$ cat src/rtl/shift_add_multiplier_pkg.sv
// shift_add_multiplier_pkg: operand/counter widths and FSM state encoding for the multiplier
package shift_add_multiplier_pkg;
  localparam int WIDTH = 16;
  localparam int CNT_W = 4;
  typedef enum logic [1:0] {
    IDLE = 2'd0,
    LOAD = 2'd1,
    CALC = 2'd2,
    DONE = 2'd3
  } state_e;
endpackage

$ cat src/rtl/Adder16bit.sv
// Adder16bit: 16-bit ripple-free behavioural adder with carry in and carry out
module Adder16bit (
  input  logic [15:0] A,
  input  logic [15:0] B,
  input  logic        Cin,
  output logic [15:0] Y,
  output logic        Cout
);
  assign {Cout, Y} = 17'(A) + 17'(B) + 17'(Cin);
endmodule

$ cat src/rtl/shift_add_multiplier.sv
// shift_add_multiplier: sequential 16x16 unsigned shift-and-add multiplier, one add+shift per clock
module shift_add_multiplier
  import shift_add_multiplier_pkg::*;
(
  input  logic                 clk,
  input  logic                 rst_n,
  input  logic                 start,
  input  logic [WIDTH-1:0]     a,
  input  logic [WIDTH-1:0]     b,
  output logic                 busy,
  output logic                 done,
  output logic [2*WIDTH-1:0]   product
);
  state_e               state_q, state_d;
  logic [WIDTH-1:0]     mcand_q, mcand_d;
  logic [2*WIDTH-1:0]   p_q, p_d;
  logic [CNT_W-1:0]     count_q, count_d;
  logic                 busy_q, busy_d, done_q, done_d;
  logic                 accept;
  logic [WIDTH-1:0]     addend, sum;
  logic                 cout;

  // The low bit of P is the current multiplier bit; it gates the multiplicand into the upper half.
  assign addend = p_q[0] ? mcand_q : '0;

  Adder16bit u_adder (
    .A    (p_q[2*WIDTH-1:WIDTH]),
    .B    (addend),
    .Cin  (1'b0),
    .Y    (sum),
    .Cout (cout)
  );

  // Next-state, datapath and registered-output decode; a start in DONE reloads with no idle gap.
  always_comb begin
    accept  = start && (state_q == IDLE || state_q == DONE);
    state_d = state_q;
    mcand_d = mcand_q;
    p_d     = p_q;
    count_d = count_q;
    if (accept) begin
      state_d = LOAD;
      mcand_d = a;
      p_d     = {{WIDTH{1'b0}}, b};
      count_d = '0;
    end else if (state_q == LOAD) begin
      state_d = CALC;
    end else if (state_q == CALC) begin
      p_d     = {cout, sum, p_q[WIDTH-1:1]};
      count_d = count_q + CNT_W'(1);
      state_d = (count_q == CNT_W'(WIDTH - 1)) ? DONE : CALC;
    end else if (state_q == DONE) begin
      state_d = IDLE;
    end
    busy_d = (state_d == LOAD) || (state_d == CALC);
    done_d = (state_d == DONE);
  end

  // State and output registers; reset aborts any operation and clears every output at once.
  always_ff @(posedge clk or negedge rst_n) begin
    if (!rst_n) begin
      state_q <= IDLE;
      mcand_q <= '0;
      p_q     <= '0;
      count_q <= '0;
      busy_q  <= 1'b0;
      done_q  <= 1'b0;
    end else begin
      state_q <= state_d;
      mcand_q <= mcand_d;
      p_q     <= p_d;
      count_q <= count_d;
      busy_q  <= busy_d;
      done_q  <= done_d;
    end
  end

  assign busy    = busy_q;
  assign done    = done_q;
  assign product = p_q;
endmodule
$ cat config.mk
export PLATFORM = sky130hd
export DESIGN_NAME = shift_add_multiplier
export DESIGN_NICKNAME = d
export VERILOG_FILES = /design/src/rtl/shift_add_multiplier_pkg.sv /design/src/rtl/Adder16bit.sv /design/src/rtl/shift_add_multiplier.sv
export SDC_FILE = /design/constraint.sdc
export NUM_CORES = 1
export LEC_CHECK = 0
export CORE_AREA = 3 3 66 99
export CTS_CLUSTER_DIAMETER = 200
export DETAILED_ROUTE_END_ITERATION = 8
export DIE_AREA = 0 0 69 102
export DONT_BUFFER_PORTS = 1
export PLACE_DENSITY = 0.69
export SLEW_MARGIN = 20
export SYNTH_ARGS = -nofsm -noshare
export SYNTH_HDL_FRONTEND = slang
export SYNTH_SLANG_ARGS = --single-unit
$ cat constraint.sdc
create_clock -name clk -period 2.73 [get_ports clk]
set_input_delay 0.273 -clock clk [delete_from_list [all_inputs] [get_ports clk]]
set_output_delay 0.273 -clock clk [all_outputs]
set_load 0.005 [all_outputs]
; Word-level counts from Yosys, hierarchy flattened
; Index checks and enable logic that the tools add are counted.
[op_classes]
n_addsub = 2
n_div = 0
multipliers = 0
eq_ne = 8
mux = 12
bitwise_logic = 0
shift = 0
reduce_logical = 6
n_lt_le_gt_ge = 0
[op_table]
columns = operator, count
row1 = two-way mux 32 bit, 3
row2 = adder 16 x 16 -> 17 bit, 1
row3 = two-way mux 16 bit, 1
row4 = two-way mux 4 bit, 3
row5 = == test 2 bit (second input constant), 4
row6 = two-way mux 2 bit, 4
row7 = adder 4 x 1 -> 4 bit (second input constant), 1
row8 = == test 2 x 1 -> 1 bit (second input constant), 2
row9 = == test 4 bit (second input constant), 1
row10 = zero test 2 bit, 1
row11 = logical OR 1 bit, 2
row12 = inequality test 2 bit (second input constant), 1
row13 = AND reduction 2 bit, 1
row14 = nonzero test 2 bit, 1
row15 = logical AND 1 bit, 1
row16 = two-way mux 1 bit, 1
[totals]
latchBits = 0
register_bits = 56
elab_cells = 34
output_inout_bits = 34
mem_bits_ro = 0
ramBits = 0
mem_count = 0
inputBits = 35

; Logic depth before layout (Yosys ltp)
[logic_depth]
ltp_word = 7
ltp_mapped = 11
ltp_nobuf = 10

; Hierarchy
; Synthesis repeated with hierarchy kept, for this count alone.
[hier_totals]
hier_cells = 264
area_unflattened_um2 = 3250.6
[modules_own_cells]
columns = module, instances, cells_per_inst, area_each_um2
row1 = shift_add_multiplier, 1, 170, 2503.7
row2 = Adder16bit, 1, 94, 747.0

; Worst setup path before layout
; No wires, ideal clock.
[synth_path]
path_type = register to register
from = reg p_q[0], in the netlist product[0]
to = reg p_q[27], in the netlist product[27]
t_arrival_ns = 2.214
setup_ns = 0.130
path_buffers = 1
path_stages_with_launch = 12
setup_slack_ns = 0.386
t_required_ns = 2.600
cell_sequence = dfrtp_1 clkbuf_1 and2_1 ha_1 inv_1 fa_1 nor2b_1 o211ai_1 o211ai_1 o21a_1 xnor2_1 o21ai_1
[synth_via]
elab_chain_cells = 5
[synth_lines]
columns = element, line_no
row1 = start: declaration, shift_add_multiplier.sv:16  ; logic [2*WIDTH-1:0] p_q, p_d;
row2 = start signal: assignment, shift_add_multiplier.sv:71  ; p_q <= p_d;
row3 = two-way mux 16 bit, shift_add_multiplier.sv:24  ; assign addend = p_q[0] ? mcand_q : '0;
row4 = adder 16 x 16 -> 17 bit, Adder16bit.sv:9  ; assign {Cout, Y} = 17'(A) + 17'(B) + 17'(Cin);
row5 = two-way mux 32 bit, shift_add_multiplier.sv:48  ; end else if (state_q == CALC) begin
row6 = two-way mux 32 bit, shift_add_multiplier.sv:46  ; end else if (state_q == LOAD) begin
row7 = two-way mux 32 bit, shift_add_multiplier.sv:41  ; if (accept) begin
; No other way between the ends. The select of a mux whose other input is x is not followed.
; A chain may end at the register's enable or synchronous reset.

; Worst setup path after layout
[layout_path]
from = reg p_q[0], in the netlist product[0]
to = reg p_q[25], in the netlist product[25]
; The elaborated chain is that of the path after synthesis.

==> impl_metrics.yaml <==
worst_setup_path:
  worstPathArrival_ps: 2640
  path_class: "flop to flop"
  cp-start-kind: "flop"
  cp_data_required_time_ps: 2970
  end_kind: "flop"
  critPathMostFrequentCell: "o211ai_1"
  path_cells: "and2_1 > ha_1 > inv_1 > fa_1 > nor2b_1 > o211ai_1 > o211ai_1 > a31oi_1 > xor2_1 > o21ai_1"
  crit_fanout: 7
  critPathSlowestCell: "dfrtp_1"
  slowest_delay_ps: 460
sta:
  clock.fmax_mhz: 417.4
  final_max_slew_viol_count: 0
  finalSetupTns_ps: 0
  hold_ws_ps: 58.86
  finClkSkew_ps: 9.259
  tightest_slew_ps: 468.5
  relSlewSlack: 0.6877
  finalSetupViolCount: 0
  finalCriticalPeriod_ps: 2396
  grt_setup_unrepaired: "false"
  finalCritPeriodShare: 0.8775
  finalHoldViolations: 0
yosys:
  syn_area_sq_mm: 0.003122
  yosys_register_bits: 56
  syn-num-nets: 400
  synth_warnings: 0
  ys_types: 47
  synthFlopType: "dfrtp_1"
  yosysSeqAreaShare: 0.4489
  synth_edf_count: 0
  synthCells: 344
  avgSynthCellArea_sq_um: 9.075
  async_reset_ff_frac: 1.000
die:
  die_h_um: 102
  start_util: 0.5396
  die_w_um: 69
  core_sq_mm: 0.005786
  rows: 34
  pin_count: 69
  fp.dieArea_sq_mm: 0.007038
drt:
  via_per_inst: 5.782
  antenna_left: 0
  drc_errors: 0
  num_vias: 2411
  routed_wl_mm: 6.943
  wl_per_cell_um: 16.65
  drt_iter0_drc: 153
  firstDrtPassIters: 4
cts:
  cts_max_path_buffers: 2
  post_cts_buffers: 0
  clock_latency_ps: 310
  path_clk_slew_ps: 100
  cts_sinks: 56
  cts_tree: "yes"
  post_cts_resized: 0
  htreeDepth: 2
  cts_made_buffers: 5
  postCtsHoldBufs: 2
  root_buffer: "clkbuf_8"
place:
  gp_congestion: 0.8542
  io_buffers: 0
  dpl.hpwl_mm: 5.140
finish:
  nNetsFinal: 400
  seqCellArea_sq_mm: 0.001401
  layout_common_cells: "94 x nand2_1, 56 x dfrtp_1, 32 x o21ai_0"
  multi_input_area_sq_mm: 0.001632
  num-fill-cells: 582
  drive_gt1_frac: 0.06087
  antennaDiodeCount: 0
  layout_commonest_cell: "nand2_1"
  area_growth_syn_to_layout_pct: 6.413
global_routing:
  grt_pass1_vias: 2499
  grt_pass1_wl_mm: 11.51
  grtUsageTotal: 0.2046
  grt_max_degree: 57
  grt_overflow: 0
  antenna_found_initial: 0
run_status:
  outcome: "complete, no violations"
min_path:
  hold_path_class: "input pin to flop"
power:
  power.density_mw_per_mm2: 1141
  p_leak_nw: 1.556
  peakVddDrop_mv: 0.6410
job:
  drv_cap: 0
-- kinds of logic (layout without fill, tap and decap cells) --
kind of cell / after synthesis / after routing / synth area share
buf+inv: 24 / 25 / 0.02966
simple gates: 134 / 134 / 0.1888
xor+xnor: 11 / 11 / 0.03086
mux: 7 / 7 / 0.02245
flops: 56 / 56 / 0.4489
fa+ha+maj: 21 / 21 / 0.08657
compound gates: 91 / 91 / 0.1928
-- layout make-up --
class,count,share of cell area
Clock buffer,6,0.02185
Inverter,10,0.01130
Sequential cell,56,0.4218
Tap cell,72,0.02712
Timing Repair Buffer,7,0.02260
Clock inverter,2,0.004143
Multi-Input combinational cell,264,0.4911
-- final timing paths --
kind	from	endpoint	slack [ps]	cells past startpoint
worst max-delay path	product[0]	product[25]	330	10
worst min-delay path	a[8]	mcand_q[8]	60	2
worst min register to register	mcand_q[0]	mcand_q[0]	480	2
min in group asynchronous	rst_n	product[28]	480	2
max in group asynchronous	rst_n	mcand_q[14]	2020	2
worst max register to register	product[0]	product[25]	330	10
-- power by group --
part | total, mW | internal [mW] | leakage (nW) | switching [mW]
combinational | 1.80 | 0.677 | 0.789 | 1.12
clock | 0.461 | 0.184 | 0.0456 | 0.277
sequential | 1.53 | 1.21 | 0.722 | 0.329
total | 3.79 | 2.07 | 1.56 | 1.73
-- metrics by stage --
step / power, mW / instances / setup slack, ps / utilization / area [sq um]
after floorplan: 2.859 / 344 / 385.9 / - / 3122
after global placement: 3.298 / 407 / 390.8 / 0.5528 / 3198
after detailed placement: 3.366 / 407 / 347.0 / 0.5528 / 3198
after CTS: 3.851 / 417 / 310.7 / 0.5742 / 3322
after global routing: 4.170 / 417 / 100.6 / 0.5742 / 3322
final: 3.792 / 417 / 334.4 / 0.5742 / 3322
-- cells in the mapped netlist (3+ instances only) --
master / instances / area share
a21oi_1: 14 / 0.022
a22oi_1: 10 / 0.024
and2_1: 19 / 0.038
clkbuf_1: 11 / 0.013
dfrtp_1: 56 / 0.45
ha_1: 20 / 0.080
inv_1: 10 / 0.012
mux2i_1: 7 / 0.022
nand2_1: 94 / 0.11
nand3_1: 4 / 0.0064
nor2_1: 6 / 0.0072
o21ai_0: 32 / 0.051
o21ai_1: 8 / 0.013
xnor2_1: 8 / 0.022
xor2_1: 3 / 0.0084
-- state kept, by name (all words and copies together), names as in the netlist --
signal,cells
busy,1
count_q,4
done,1
mcand_q,16
product,32
state_q,2
-- worst max-delay path: cells and delay by family, from the launching register on --
family	cells	cell delay, ps
AOI/OAI and AO/OA	4	770
xor gates and xnor gates	1	160
buffers and inverters	1	60
DFF	1	460
and+or+nand+nor	2	320
adders and majority gates	2	560
-- per-layer routing --
metal | track usage | part of all wire | vias up
met3 | 0.04331 | 0.048 | 14
met1 | 0.2207 | 0.38 | 1141
met4 | 0.09774 | 0.032 | 0
met5 | 0 | 0 | -
met2 | 0.3801 | 0.54 | 70
li1 | - | - | 1186
(Power assumes the default switching activity.)
